## src/rtl/spi_pkg.sv

```systemverilog
// Shared types and constants for the SPI frame interface.
//   spi_state_t    : frame FSM states
//   spi_ev_t       : per-cycle registered SPI events (ss edges, sample/shift edges)
//   CPOL_* / CPHA_*: clock polarity / phase encodings
//   sample_on_rise : true when the sample edge is a rising spi_clk transition
package spi_pkg;

  typedef enum logic [1:0] {
    ST_IDLE   = 2'd0,
    ST_ACTIVE = 2'd1,
    ST_END    = 2'd2
  } spi_state_t;

  localparam logic CPOL_IDLE_LOW  = 1'b0;
  localparam logic CPOL_IDLE_HIGH = 1'b1;
  localparam logic CPHA_LEAD      = 1'b0;
  localparam logic CPHA_TRAIL     = 1'b1;

  typedef struct packed {
    logic ss_rise;
    logic ss_fall;
    logic sample;
    logic shift;
  } spi_ev_t;

  // Leading edge is rising for CPOL low; sampling on leading edge for CPHA lead.
  // Both "true" or both "false" means the sample edge is a rising one.
  function automatic logic sample_on_rise(input logic cpol, input logic cpha);
    return (cpol == CPOL_IDLE_LOW) == (cpha == CPHA_LEAD);
  endfunction

endpackage

```

## src/rtl/sync_sig.sv

```systemverilog
// Two-flop synchroniser for one asynchronous input.
//   clk, nrst : system clock, synchronous active-low reset
//   d         : asynchronous input
//   q         : synchronised output (both flops reset to RST_VAL)
module sync_sig #(
  parameter logic RST_VAL = 1'b0
) (
  input  logic clk,
  input  logic nrst,
  input  logic d,
  output logic q
);

  logic meta;

  always_ff @(posedge clk) begin
    if (!nrst) begin
      meta <= RST_VAL;
      q    <= RST_VAL;
    end else begin
      meta <= d;
      q    <= meta;
    end
  end

endmodule

```

## src/rtl/spi_frame_iff.sv

```systemverilog
// SPI slave frame interface: receives an RX_W-bit MOSI word and sends a
// TX_W-bit MISO word per spi_ss frame, all in the clk domain.
//   clk, nrst          : system clock, synchronous active-low reset
//   spi_clk/ss/mosi    : asynchronous SPI master inputs (ss active-low)
//   spi_miso           : serial data to master
//   tx_data / tx_taken : word for next frame / pulse when it is captured
//   rx_data / rx_valid : last complete word / pulse when it updates
//   rx_len             : bit count of last frame, saturating at RX_W+1
//   frame_err          : pulse when a frame ends with rx_len != RX_W
module spi_frame_iff
  import spi_pkg::*;
#(
  parameter int   RX_W = 56,
  parameter int   TX_W = 48,
  parameter logic CPOL = 1'b0,
  parameter logic CPHA = 1'b0
) (
  input  logic                        clk,
  input  logic                        nrst,
  input  logic                        spi_clk,
  input  logic                        spi_ss,
  input  logic                        spi_mosi,
  output logic                        spi_miso,
  input  logic [TX_W-1:0]             tx_data,
  output logic                        tx_taken,
  output logic [RX_W-1:0]             rx_data,
  output logic                        rx_valid,
  output logic [$clog2(RX_W+2)-1:0]   rx_len,
  output logic                        frame_err
);

  localparam int             LW          = $clog2(RX_W+2);
  localparam logic [LW-1:0]  LEN_FULL    = LW'(RX_W);
  localparam logic [LW-1:0]  LEN_SAT     = LW'(RX_W+1);
  localparam logic           SAMPLE_RISE = sample_on_rise(CPOL, CPHA);

  logic clk_s, ss_s, mosi_s;
  logic clk_last, ss_last, mosi_d;

  sync_sig #(.RST_VAL(CPOL))  u_sync_clk  (.clk(clk), .nrst(nrst), .d(spi_clk),  .q(clk_s));
  sync_sig #(.RST_VAL(1'b1))  u_sync_ss   (.clk(clk), .nrst(nrst), .d(spi_ss),   .q(ss_s));
  sync_sig #(.RST_VAL(1'b0))  u_sync_mosi (.clk(clk), .nrst(nrst), .d(spi_mosi), .q(mosi_s));

  spi_ev_t ev_nxt, ev;
  logic    clk_rise, clk_fall;

  assign clk_rise = clk_s & ~clk_last;
  assign clk_fall = ~clk_s & clk_last;

  always_comb begin
    ev_nxt         = '0;
    ev_nxt.ss_rise = ss_s & ~ss_last;
    ev_nxt.ss_fall = ~ss_s & ss_last;
    ev_nxt.sample  = SAMPLE_RISE ? clk_rise : clk_fall;
    ev_nxt.shift   = SAMPLE_RISE ? clk_fall : clk_rise;
  end

  // Edge-detect stage. mosi_d is delayed alongside so it lines up with the
  // registered sample event. After reset the synchroniser still holds its
  // reset values for two cycles; armed waits until ss has been really seen
  // high, so a master holding ss low across reset cannot start a frame.
  logic [1:0] settle;
  logic       armed;

  always_ff @(posedge clk) begin
    if (!nrst) begin
      clk_last <= CPOL;
      ss_last  <= 1'b1;
      mosi_d   <= 1'b0;
      ev       <= '0;
      settle   <= 2'd0;
      armed    <= 1'b0;
    end else begin
      clk_last <= clk_s;
      ss_last  <= ss_s;
      mosi_d   <= mosi_s;
      ev       <= ev_nxt;
      if (settle != 2'd3) settle <= settle + 2'd1;
      if (settle[1] && ss_s) armed <= 1'b1;
    end
  end

  spi_state_t      state;
  logic [TX_W-1:0] sout;
  logic [RX_W-1:0] sin;
  logic [LW-1:0]   cnt;
  logic            first_shift;
  logic            start_pend;

  always_ff @(posedge clk) begin
    if (!nrst) begin
      state       <= ST_IDLE;
      sout        <= '0;
      sin         <= '0;
      cnt         <= '0;
      first_shift <= 1'b0;
      start_pend  <= 1'b0;
      rx_data     <= '0;
      rx_len      <= '0;
      rx_valid    <= 1'b0;
      frame_err   <= 1'b0;
      tx_taken    <= 1'b0;
    end else begin
      rx_valid  <= 1'b0;
      frame_err <= 1'b0;
      tx_taken  <= 1'b0;
      unique case (state)
        ST_IDLE: begin
          start_pend <= 1'b0;
          if (armed && (ev.ss_fall || start_pend)) begin
            state       <= ST_ACTIVE;
            sout        <= tx_data;
            tx_taken    <= 1'b1;
            sin         <= '0;
            cnt         <= '0;
            first_shift <= 1'b1;
          end
        end
        ST_ACTIVE: begin
          // ss rising wins over any clock edge seen in the same cycle
          if (ev.ss_rise) begin
            state  <= ST_END;
            rx_len <= cnt;
            if (cnt == LEN_FULL) begin
              rx_data  <= sin;
              rx_valid <= 1'b1;
            end else begin
              frame_err <= 1'b1;
            end
          end else begin
            if (ev.sample) begin
              sin <= {sin[RX_W-2:0], mosi_d};
              if (cnt != LEN_SAT) cnt <= cnt + LW'(1);
            end
            if (ev.shift) begin
              first_shift <= 1'b0;
              // CPHA=1: MSB is already on the line, first leading edge only arms shifting
              if (!(CPHA == CPHA_TRAIL && first_shift)) sout <= {sout[TX_W-2:0], 1'b0};
            end
          end
        end
        ST_END: begin
          state      <= ST_IDLE;
          start_pend <= ev.ss_fall;
        end
        default: state <= ST_IDLE;
      endcase
    end
  end

  assign spi_miso = (state == ST_ACTIVE) & sout[TX_W-1];

endmodule

```

## config.mk

```make
export PLATFORM = sky130hd
export DESIGN_NAME = spi_frame_iff
export DESIGN_NICKNAME = d
export VERILOG_FILES = /design/src/rtl/spi_pkg.sv /design/src/rtl/sync_sig.sv /design/src/rtl/spi_frame_iff.sv
export SDC_FILE = /design/constraint.sdc
export NUM_CORES = 1
export LEC_CHECK = 0
export BUFFER_PORTS_ARGS = -buffer_cell sky130_fd_sc_hd__buf_2
export CAP_MARGIN = 25
export CORE_MARGIN = 2
export CORE_UTILIZATION = 45
export DETAILED_ROUTE_END_ITERATION = 10
export GPL_TIMING_DRIVEN = 0
export PLACE_DENSITY_LB_ADDON = 0.08
export RECOVER_POWER = 25
export SLEW_MARGIN = 0
export SYNTH_ARGS = -nofsm -noshare
export SYNTH_HDL_FRONTEND = slang
export SYNTH_HIERARCHICAL = 1
export SYNTH_SLANG_ARGS = --single-unit
```

## constraint.sdc

```tcl
create_clock -name clk -period 2.29 [get_ports clk]
set_input_delay 0.1145 -clock clk [delete_from_list [all_inputs] [get_ports clk]]
set_output_delay 0.1145 -clock clk [all_outputs]
set_load 0.01 [all_outputs]
```

==> results of run 1 <==
[through the flow]
step | hold WS (ns) | std cells
2_1_floorplan | 0.188 | 892
3_5_place_dp | 0.304 | 1235
4_1_cts | 0.0276 | 1272
5_1_grt | 0.0462 | 1272
6_report | 0.0417 | 1272
3_3_place_gp | 0.306 | 1235
[layer usage]
layer | track usage [%] | wire [µm]
met3 | 5.03 | 839
met5 | 0 | 0
met2 | 32.0 | 7930
met1 | 26.9 | 8830
met4 | 5.67 | 170
[power groups by stage]
stage / Clock [mW] / Sequential (mW) / Combinational, mW
2_1_floorplan: 0 / 3.51 / 0.202
3_3_place_gp: 0 / 3.52 / 0.309
3_5_place_dp: 0 / 3.52 / 0.310
4_1_cts: 2.90 / 3.44 / 0.322
5_1_grt: 3.02 / 3.45 / 0.359
6_report: 2.82 / 3.44 / 0.319
[layout by cell type (no fill, tap or decap), drive strengths merged]
cell type / count
and4b: 1
nand3: 59
a31o: 1
buf: 84
nor2: 3
o21ai: 4
o211ai: 1
clkinv: 7
clkbuf: 130
and2: 14
xnor2: 1
nand2: 271
dlygate4sd3: 8
inv: 6
ha: 4
o2111a: 1
a21oi: 2
nand2b: 6
nor4: 2
or2: 1
nand4: 51
o211a: 47
o2bb2ai: 1
mux2i: 63
bufinv: 1
clkinvlp: 3
o22ai: 3
o21a: 3
and3b: 1
and4: 1
nor2b: 10
and3: 3
dfxtp: 194
a21boi: 60
[synthesized netlist by cell type, types with 2 or more instances]
master	n
a21boi_0	50
a21boi_1	9
a21oi_1	2
and2_1	14
and3_1	3
buf_1	4
buf_2	13
buf_4	2
buf_6	4
clkbuf_1	56
dfxtp_1	194
ha_1	4
inv_1	5
mux2i_1	63
nand2_1	271
nand2b_1	6
nand3_1	59
nand4_1	51
nor2_1	3
nor2b_1	10
nor4_1	2
o211a_1	47
o21a_1	3
o21ai_0	4
o22ai_1	2
[state kept, by name, summed over array words and instances, names as in the netlist, 2 cells and up]
| register | count |
|---|---|
| cnt | 6 |
| ev | 4 |
| rx_data | 56 |
| rx_len | 6 |
| settle | 2 |
| sin | 56 |
| sout | 48 |
| state | 2 |
[worst max-delay path by stage]
stage / end / slack [ns]
6_report: spi_miso / 0.19
5_1_grt: sin[45] / 0.02
4_1_cts: sout[21] / 0.10
3_5_place_dp: cnt[1] / 0.07
3_3_place_gp: cnt[0] / 0.03
2_1_floorplan: sin[15] / 0.61
[what timing repair did]
item / 4_1_cts / 5_1_grt
buffers inserted: 0 / 0
hold buffers: 8 / 0
endpoints found under the setup margin: 1 / 62
endpoints found under the hold margin: 7 / 0
gates resized for setup: 1 / 4
[cells by family (layout without fill, tap and decap cells)]
family,after synthesis,after routing,share of synthesized area [%]
simple gates,423,423,24.1
flops,194,194,49.3
compound gates,123,123,13.2
buf+inv,84,239,4.69
mux,63,63,8.01
fa+ha+maj,4,4,0.635
xor+xnor,1,1,0.111
[worst max-delay path, cell delays in order, from the launching register on]
cell and delay (ns):
dfxtp_1 0.43, nor2b_1 0.39, buf_2 0.43, and2_1 0.19
buf_2 0.13
[area by class of cell]
type                       instances  area (µm²)
buffer                            78         349
clock buffer                      18         439
clock inverter                    12         111
fill                            1677        7860
inverter                           5        18.8
multi-input combinational        614        3630
sequential                       194        3880
tap                              225         282
timing repair buffer             126         598
==> out/results.txt, run 1 <==
Die Width: 136 µm
Crit path required time: 2.18 ns
Cell taking the most area after synthesis: dfxtp_1
DRC: 0
Fin. Hold Viols: 0
Status: complete, no violations
Cells taking the most area after synthesis: dfxtp_1 (49%), nand2_1 (13%), mux2i_1 (8.0%)
WL final: 17800 µm
Largest net degree at the start of global routing: 20
# Max-Cap Violations: 0
Dpl cell area: 8750 µm²
Critical path origin: state[0]
Critical path peak fanout: 19
Htree depth: 4
Core area: 17200 µm²
Main synth FF type: dfxtp_1
Critical path class: register to output port
CTS Buf Count: 17
Worst-path clk slew: 0.07 ns
Worst EP arrival: 1.99 ns
Starting Density: 45.9%
Final nets: 1093
CP startpoint kind: register
Max IR drop VDD: 0.470 mV
Root buffer cell: clkbuf_16
Min-Delay Path Class: input pin to register
DRT iter0 DRCs: 243
RSZ-0062 raised after global routing: no
Distinct cells, synth: 36
Switching Share: 22.9%
Gate power share: 4.8%
Iteration count of the initial detailed-routing pass: 4
Total GRT Usage: 20.1%
Vias post-DR: 6480
DR WL/cell: 14.0 µm
FF-to-FF Start: state[0]
P_sw: 1.51 mW
Synth Cell Area: 7880 µm²
Synth async-reset ratio: 0%
# rows: 48
Slew Limit Headroom: 53.2%
CTS tree: yes
Worst Setup Slack, final: 0.189 ns
Period utilization: 91.8%
Final min period: 2.10 ns
Cell internal pwr: 5.08 mW
Power Total: 6.59 mW
TritonCTS Sinks: 194
Vias per inst: 5.09
Ys Warns: 6
FF-to-FF End: sout[35]
Worst slew pin tran: 0.702 ns
Clock latency at the later pin of the worst-skew pair: 0.43 ns
Final instance area: 9310 µm²
Avg Synthesized Cell Area: 8.83 µm²
Setup-failing EPs final: 0
Layout Skew: 0.0157 ns
Full die area: 18600 µm²
First-pass GRT wire length: 30200 µm
Post-synth EDFFs: 0
Antenna cells: 0
I/O pin count: 119
Buffers on Ports: 118
Post-route ant nets: 0
Sequential power share: 52.3%
Hold EP: sout[5]
Hold Crit Start: tx_data[5]
Setup WS pre-CTS: 0.0688 ns
Layout area overhead: 18.2%
R2R Setup Slk: 0.27 ns
Total gr overflow: 0
TNS Setup: 0 ns
Syn_nets: 949
Leak: 3.87 nW
Longest Clk Path Bufs: 2
DIE HEIGHT: 136 µm
Share of the synthesized area in the top cell type: 49.3%
Critical path endpoint category: output port
Worst Hold Depth: 4
Dpl hpwl: 12300 µm
Util after Layout: 54.2%
Clock network fraction of design power: 42.9%
Initial antenna violation count: 0
R2R depth: 6
Vias in the first global route: 6258
Share of cells above drive strength 1: 11.0%
Sequential share of the synthesized area: 49.3%
Placer congestion estimate: 0.788
Power per Cell Area: 707 nW/µm²
Slew Viols, Final: 0
Yosys reg bits: 194
Peak Freq: 476 MHz
Mapped Cells: 892
Note: power is estimated with default switching activity, not from simulation.
==> run 2: changes to the inputs <==
--- a/config.mk
+++ b/config.mk
@@ -7,8 +7,10 @@
 export LEC_CHECK = 0
 export BUFFER_PORTS_ARGS = -buffer_cell sky130_fd_sc_hd__buf_2
 export CAP_MARGIN = 25
+export CELL_PAD_IN_SITES_DETAIL_PLACEMENT = 2
+export CELL_PAD_IN_SITES_GLOBAL_PLACEMENT = 2
 export CORE_MARGIN = 2
-export CORE_UTILIZATION = 45
+export CORE_UTILIZATION = 34
 export DETAILED_ROUTE_END_ITERATION = 10
 export GPL_TIMING_DRIVEN = 0
 export PLACE_DENSITY_LB_ADDON = 0.08
==> out/results.txt, run 2 (synthesis results as in run 1) <==
Status: complete, no violations
Die Width: 156 µm (+15%)
Final nets: 1095 (+0.18%)
Core area: 22700 µm² (+32%)
RSZ-0062 raised after global routing: yes
Vias post-DR: 6797 (+4.9%)
Final min period: 2.09 ns (-0.00858 ns)
Critical path endpoint category: output port
# rows: 55 (+15%)
Clock latency at the later pin of the worst-skew pair: 0.44 ns (about the same)
Root buffer cell: clkbuf_16
Largest net degree at the start of global routing: 20 (unchanged)
# Max-Cap Violations: 0 (unchanged)
Crit path required time: 2.18 ns (about the same)
Max IR drop VDD: 0.400 mV (-15%)
Dpl hpwl: 16000 µm (+30%)
Critical path class: register to output port
Worst Hold Depth: 4 (unchanged)
Setup-failing EPs final: 0 (unchanged)
Slowest CP cell: dfxtp_1
TritonCTS Sinks: 194 (unchanged)
CTS Buf Count: 17 (unchanged)
Hold Crit Start: tx_data[15]
Bufs and invs on worst path: 2 (unchanged)
Slew Limit Headroom: 50.7% (-2.5 points)
Critical path peak fanout: 19 (unchanged)
Total GRT Usage: 19.8% (-0.24 points)
Fin. Hold Viols: 0 (unchanged)
Starting Density: 34.7% (-11 points)
Power per Cell Area: 730 nW/µm² (+3.3%)
Share of cells above drive strength 1: 11.1% (+0.15 points)
Hold EP: sout[15]
Vias per inst: 5.09 (-0.13%)
WL final: 23400 µm (+31%)
DR WL/cell: 17.5 µm (+25%)
Worst-path clk slew: 0.08 ns (about the same)
Placer congestion estimate: 0.732 (-7.1%)
Non-Filler Instances: 1336 (+5.0%)
Slew Viols, Final: 0 (unchanged)
R2R depth: 6 (unchanged)
FF-to-FF End: sout[32]
Worst EP arrival: 1.98 ns (about the same)
Htree depth: 4 (unchanged)
Worst slew pin tran: 0.740 ns (+0.0374 ns)
Full die area: 24400 µm² (+31%)
Kind of cell adding the most delay to the critical path: simple AND/OR/NAND/NOR gates
Top flop regs: rx_data (56), sin (56), sout (48)
Buffers on Ports: 118 (unchanged)
Filler instances: 2624 (+56%)
Iteration count of the initial detailed-routing pass: 5 (+1)
Post-route ant nets: 0 (unchanged)
Critical Path, Cell by Cell: nor2b_1, clkbuf_4, and2_1, buf_2
Peak Freq: 478 MHz (+0.41%)
Longest Clk Path Bufs: 2 (unchanged)
DRT iter0 DRCs: 239 (-1.6%)
Placed Instances: 1295 (+4.9%)
DIE HEIGHT: 156 µm (+15%)
Min-Delay Path Class: input pin to register
Initial antenna violation count: 0 (unchanged)
Power Total: 6.92 mW (+5.1%)
Leak: 3.90 nW (+1.0%)
DRC: 0 (unchanged)
Vias in the first global route: 7217 (+15%)
Antenna cells: 0 (unchanged)
Period utilization: 91.4% (-0.37 points)
Crit path largest cell delay: 0.46 ns (+0.03 ns)
I/O pin count: 119 (unchanged)
FF-to-FF Start: state[0]
First-pass GRT wire length: 38400 µm (+27%)
Total gr overflow: 0 (unchanged)
Commonest non-fill, non-tap cell in the layout: nand2_1
R2R Setup Slk: 0.21 ns (-0.06 ns)
CTS tree: yes
Layout area overhead: 20.3%
Layout Skew: 0.0104 ns (-0.00530 ns)
CP startpoint kind: register
Most frequent cells in the layout: nand2_1 (271), dfxtp_1 (194), clkbuf_1 (113), buf_2 (69), mux2i_1 (63)
[run 2: cell types whose count changed in the layout (fill, tap and decap cells not counted), moves of 2 or more]
cell / previous run / this run
clkinv_4: 4 / 1
inv_6: 1 / 4
clkbuf_2: 1 / 3
inv_8: 0 / 2
clkbuf_1: 111 / 113
clkinvlp_4: 3 / 1
clkbuf_8: 1 / 3
buf_2: 74 / 69
[run 2: routing by layer]
metal	vias up	share of wire [%]	track usage, %
li1	3340	-	-
met1	3337	48	25.8
met2	101	48	34.0
met3	19	3.2	3.69
met4	0	0.84	4.81
met5	-	0	0
[run 2: area by class of cell]
type	count	area [µm²]	share of cell area, %
Inverter	5	18.8	0.198
Buffer	78	354	3.74
Clock buffer	20	467	4.93
Timing Repair Buffer	128	621	6.55
Sequential cell	194	3880	41.0
Tap cell	285	357	3.76
Multi-Input combinational cell	614	3630	38.3
Clock inverter	12	144	1.52
[run 2: worst max path at each step]
| stage | cells after the start | slack [ns] | to | startpoint |
|---|---|---|---|---|
| 2_1_floorplan | 6 | 0.61 | sin[15] | state[0] |
| 3_3_place_gp | 6 | -0.07 | cnt[1] | nrst |
| 3_5_place_dp | 6 | -0.08 | cnt[1] | nrst |
| 4_1_cts | 4 | 0.04 | spi_miso | state[0] |
| 5_1_grt | 6 | -0.002 | cnt[0] | nrst |
| 6_report | 4 | 0.20 | spi_miso | state[0] |
[run 2: stage by stage]
| stage | util [%] | setup TNS (ns) | worst slack, ns | hold WS (ns) | instance area, µm² |
|---|---|---|---|---|---|
| 2_1_floorplan | - | 0 | 0.610 | 0.188 | 7880 |
| 3_3_place_gp | 38.9 | -0.138 | -0.0734 | 0.300 | 8820 |
| 3_5_place_dp | 38.9 | -0.144 | -0.0782 | 0.326 | 8820 |
| 4_1_cts | 41.9 | 0 | 0.0400 | 0.0185 | 9520 |
| 5_1_grt | 41.7 | -0.00206 | -0.00206 | 0.0418 | 9480 |
| 6_report | 41.7 | 0 | 0.197 | 0.0278 | 9480 |
[run 2: where the power goes]
part	internal, mW	total, mW	switching, mW
logic	0.142	0.340	0.198
clock network	1.73	3.14	1.41
registers	3.42	3.45	0.0281
total	5.29	6.92	1.63
[run 2: worst register-to-register path: stages (launching register included)]
cell      delay [ns]
dfxtp_1         0.39
nor2b_1         0.21
nand2b_1        0.20
clkbuf_1        0.45
clkbuf_1        0.42
nand4_1         0.16
o211a_1         0.15
[run 2: repair_timing]
item,in CTS,in global routing
endpoints found under the hold margin,7,0
resized for setup,3,6
gates cloned,0,0
pin swaps,0,1
buffers inserted,0,2
setup endpoints to repair,49,43
hold buffers,8,0
==> run 3: changes to the inputs <==
--- a/config.mk
+++ b/config.mk
@@ -11,6 +11,7 @@
 export CELL_PAD_IN_SITES_GLOBAL_PLACEMENT = 2
 export CORE_MARGIN = 2
 export CORE_UTILIZATION = 34
+export CTS_CLUSTER_DIAMETER = 200
 export DETAILED_ROUTE_END_ITERATION = 10
 export GPL_TIMING_DRIVEN = 0
 export PLACE_DENSITY_LB_ADDON = 0.08
==> constraint.sdc (replaced) <==
create_clock -name clk -period 2 [get_ports clk]
set_input_delay 0.1 -clock clk [delete_from_list [all_inputs] [get_ports clk]]
set_output_delay 0.1 -clock clk [all_outputs]
set_load 0.01 [all_outputs]
==> out/results.txt, run 3 (synthesis results as in run 1) <==
DR WL/cell: 17.4 µm (-0.20%)
# Max-Cap Violations: 0 (unchanged)
DRC: 0 (unchanged)
Kind of cell adding the most delay to the critical path: buffers and inverters
Placer congestion estimate: 0.732 (unchanged)
First-pass GRT wire length: 38600 µm (+0.56%)
CTS tree: yes
TritonCTS Sinks: 194 (unchanged)
Longest Clk Path Bufs: 2 (unchanged)
Peak Freq: 527 MHz
Worst EP arrival: 1.80 ns (-0.18 ns)
Slew Limit Headroom: 50.5% (-0.14 points)
Leak: 3.96 nW (+1.3%)
Fin. Hold Viols: 0 (unchanged)
Critical Path, Cell by Cell: nor2b_4, buf_6, clkbuf_4, and2_1, buf_2
CTS Buf Count: 17 (unchanged)
Final min period: 1.90 ns
Full die area: 24400 µm² (unchanged)
Buffers on Ports: 118 (unchanged)
Power per Cell Area: 831 nW/µm² (+14%)
Largest net degree at the start of global routing: 18 (-10%)
Clock latency at the later pin of the worst-skew pair: 0.44 ns (about the same)
Dpl hpwl: 16000 µm (unchanged)
Slowest CP cell: dfxtp_2
Period utilization: 94.8%
Most frequent cells in the layout: nand2_1 (271), dfxtp_1 (191), clkbuf_1 (98), buf_2 (65), mux2i_1 (63)
DRT iter0 DRCs: 248 (+3.8%)
Setup-failing EPs final: 0 (unchanged)
Total gr overflow: 0 (unchanged)
CP startpoint kind: register
Bufs and invs on worst path: 3 (+1)
Starting Density: 34.7% (unchanged)
Crit path largest cell delay: 0.41 ns (-0.05 ns)
Total GRT Usage: 19.9% (+0.11 points)
Core area: 22700 µm² (unchanged)
Critical path class: register to output port
Final nets: 1094 (-0.091%)
Root buffer cell: clkbuf_16
Initial antenna violation count: 0 (unchanged)
Crit path required time: 1.90 ns (-0.28 ns)
Worst-path clk slew: 0.08 ns (about the same)
WL final: 23300 µm (-0.27%)
Die Width: 156 µm (unchanged)
Antenna cells: 0 (unchanged)
Post-route ant nets: 0 (unchanged)
Vias in the first global route: 7240 (+0.32%)
Non-Filler Instances: 1335 (-0.075%)
Util after Layout: 42.0% (+0.29 points)
DIE HEIGHT: 156 µm (unchanged)
Top flop regs: rx_data (56), sin (56), sout (48)
Layout Skew: 0.0104 ns (-0.0000226 ns)
Htree depth: 4 (unchanged)
TNS Setup: 0 ns (unchanged)
Slew Viols, Final: 0 (unchanged)
Worst slew pin tran: 0.742 ns (+0.00209 ns)
RSZ-0062 raised after global routing: yes
Max IR drop VDD: 0.459 mV (+15%)
Critical path endpoint category: output port
Min-Delay Path Class: input pin to register
WHS: 0.0104 ns (-0.0173 ns)
Critical path peak fanout: 10 (-9)
Iteration count of the initial detailed-routing pass: 4 (-1)
# rows: 55 (unchanged)
Status: complete, no violations
Vias post-DR: 6752 (-0.66%)
Share of cells above drive strength 1: 13.0% (+1.8 points)
I/O pin count: 119 (unchanged)
Layout area overhead: 21.1%
Commonest non-fill, non-tap cell in the layout: nand2_1
Placed Instances: 1295 (unchanged)
Vias per inst: 5.06 (-0.59%)
[run 3: cell types whose count changed in the layout (fill, tap and decap cells not counted), moves of 2 or more]
cell      previous run  this run
dfxtp_1            194       191
buf_6                4         6
dfxtp_2              0         3
clkbuf_1           113        98
clkbuf_2             3        15
buf_2               69        65
clkbuf_4             1         5
[run 3: cell type report]
cell class / count / area (µm²)
Buffer: 78 / 407
Timing Repair Buffer: 127 / 616
Fill cell: 2611 / 13200
Inverter: 5 / 18.8
Clock inverter: 12 / 144
Multi-Input combinational cell: 614 / 3650
Tap cell: 285 / 357
Clock buffer: 20 / 467
Sequential cell: 194 / 3890
[run 3: power by group]
group          switching [mW]  internal (mW)  total (mW)  leakage, nW
logic                   0.224          0.167       0.391         2.09
clock network            1.61           1.98        3.59        0.302
registers              0.0334           3.91        3.95         1.57
total                    1.87           6.06        7.93         3.96
[run 3: worst paths after layout]
| check | slack, ns | to | from | depth (start not counted) |
|---|---|---|---|---|
| worst max-delay path | 0.10 | spi_miso | state[0] | 5 |
| worst min-delay path | 0.01 | sout[21] | tx_data[21] | 4 |
| worst max register to register | 0.11 | sin[29] | state[0] | 7 |
| worst min register to register | 0.45 | u_sync_mosi/q | u_sync_mosi/meta | 1 |
[run 3: worst register-to-register path, cell delays in order, from the launching register on]
cell,delay [ns]
dfxtp_2,0.41
nand2b_1,0.10
buf_4,0.19
o22ai_4,0.22
a21boi_4,0.26
buf_8,0.19
buf_6,0.19
mux2i_1,0.23
[run 3: through the flow]
step / worst slack, ns / instance area (µm²) / total power [mW]
after floorplan: 0.320 / 7880 / 4.26
after global placement: -0.349 / 8820 / 4.40
after detailed placement: -0.354 / 8820 / 4.41
after CTS: 0.00341 / 9570 / 8.03
after global routing: -0.0248 / 9540 / 8.23
final: 0.104 / 9540 / 7.93
[run 3: timing repair]
item                                    in CTS  in global routing
endpoints found under the setup margin     131                138
gates resized for setup                     13                 42
endpoints found under the hold margin        7                  0
setup buffers                                1                  0
hold buffers                                 8                  0
pin swaps                                    1                  0
[run 3: routing by layer]
metal	track usage, %	wire length (µm)
met1	25.9	11200
met2	34.3	11100
met3	3.69	717
met4	4.81	239
met5	0	0
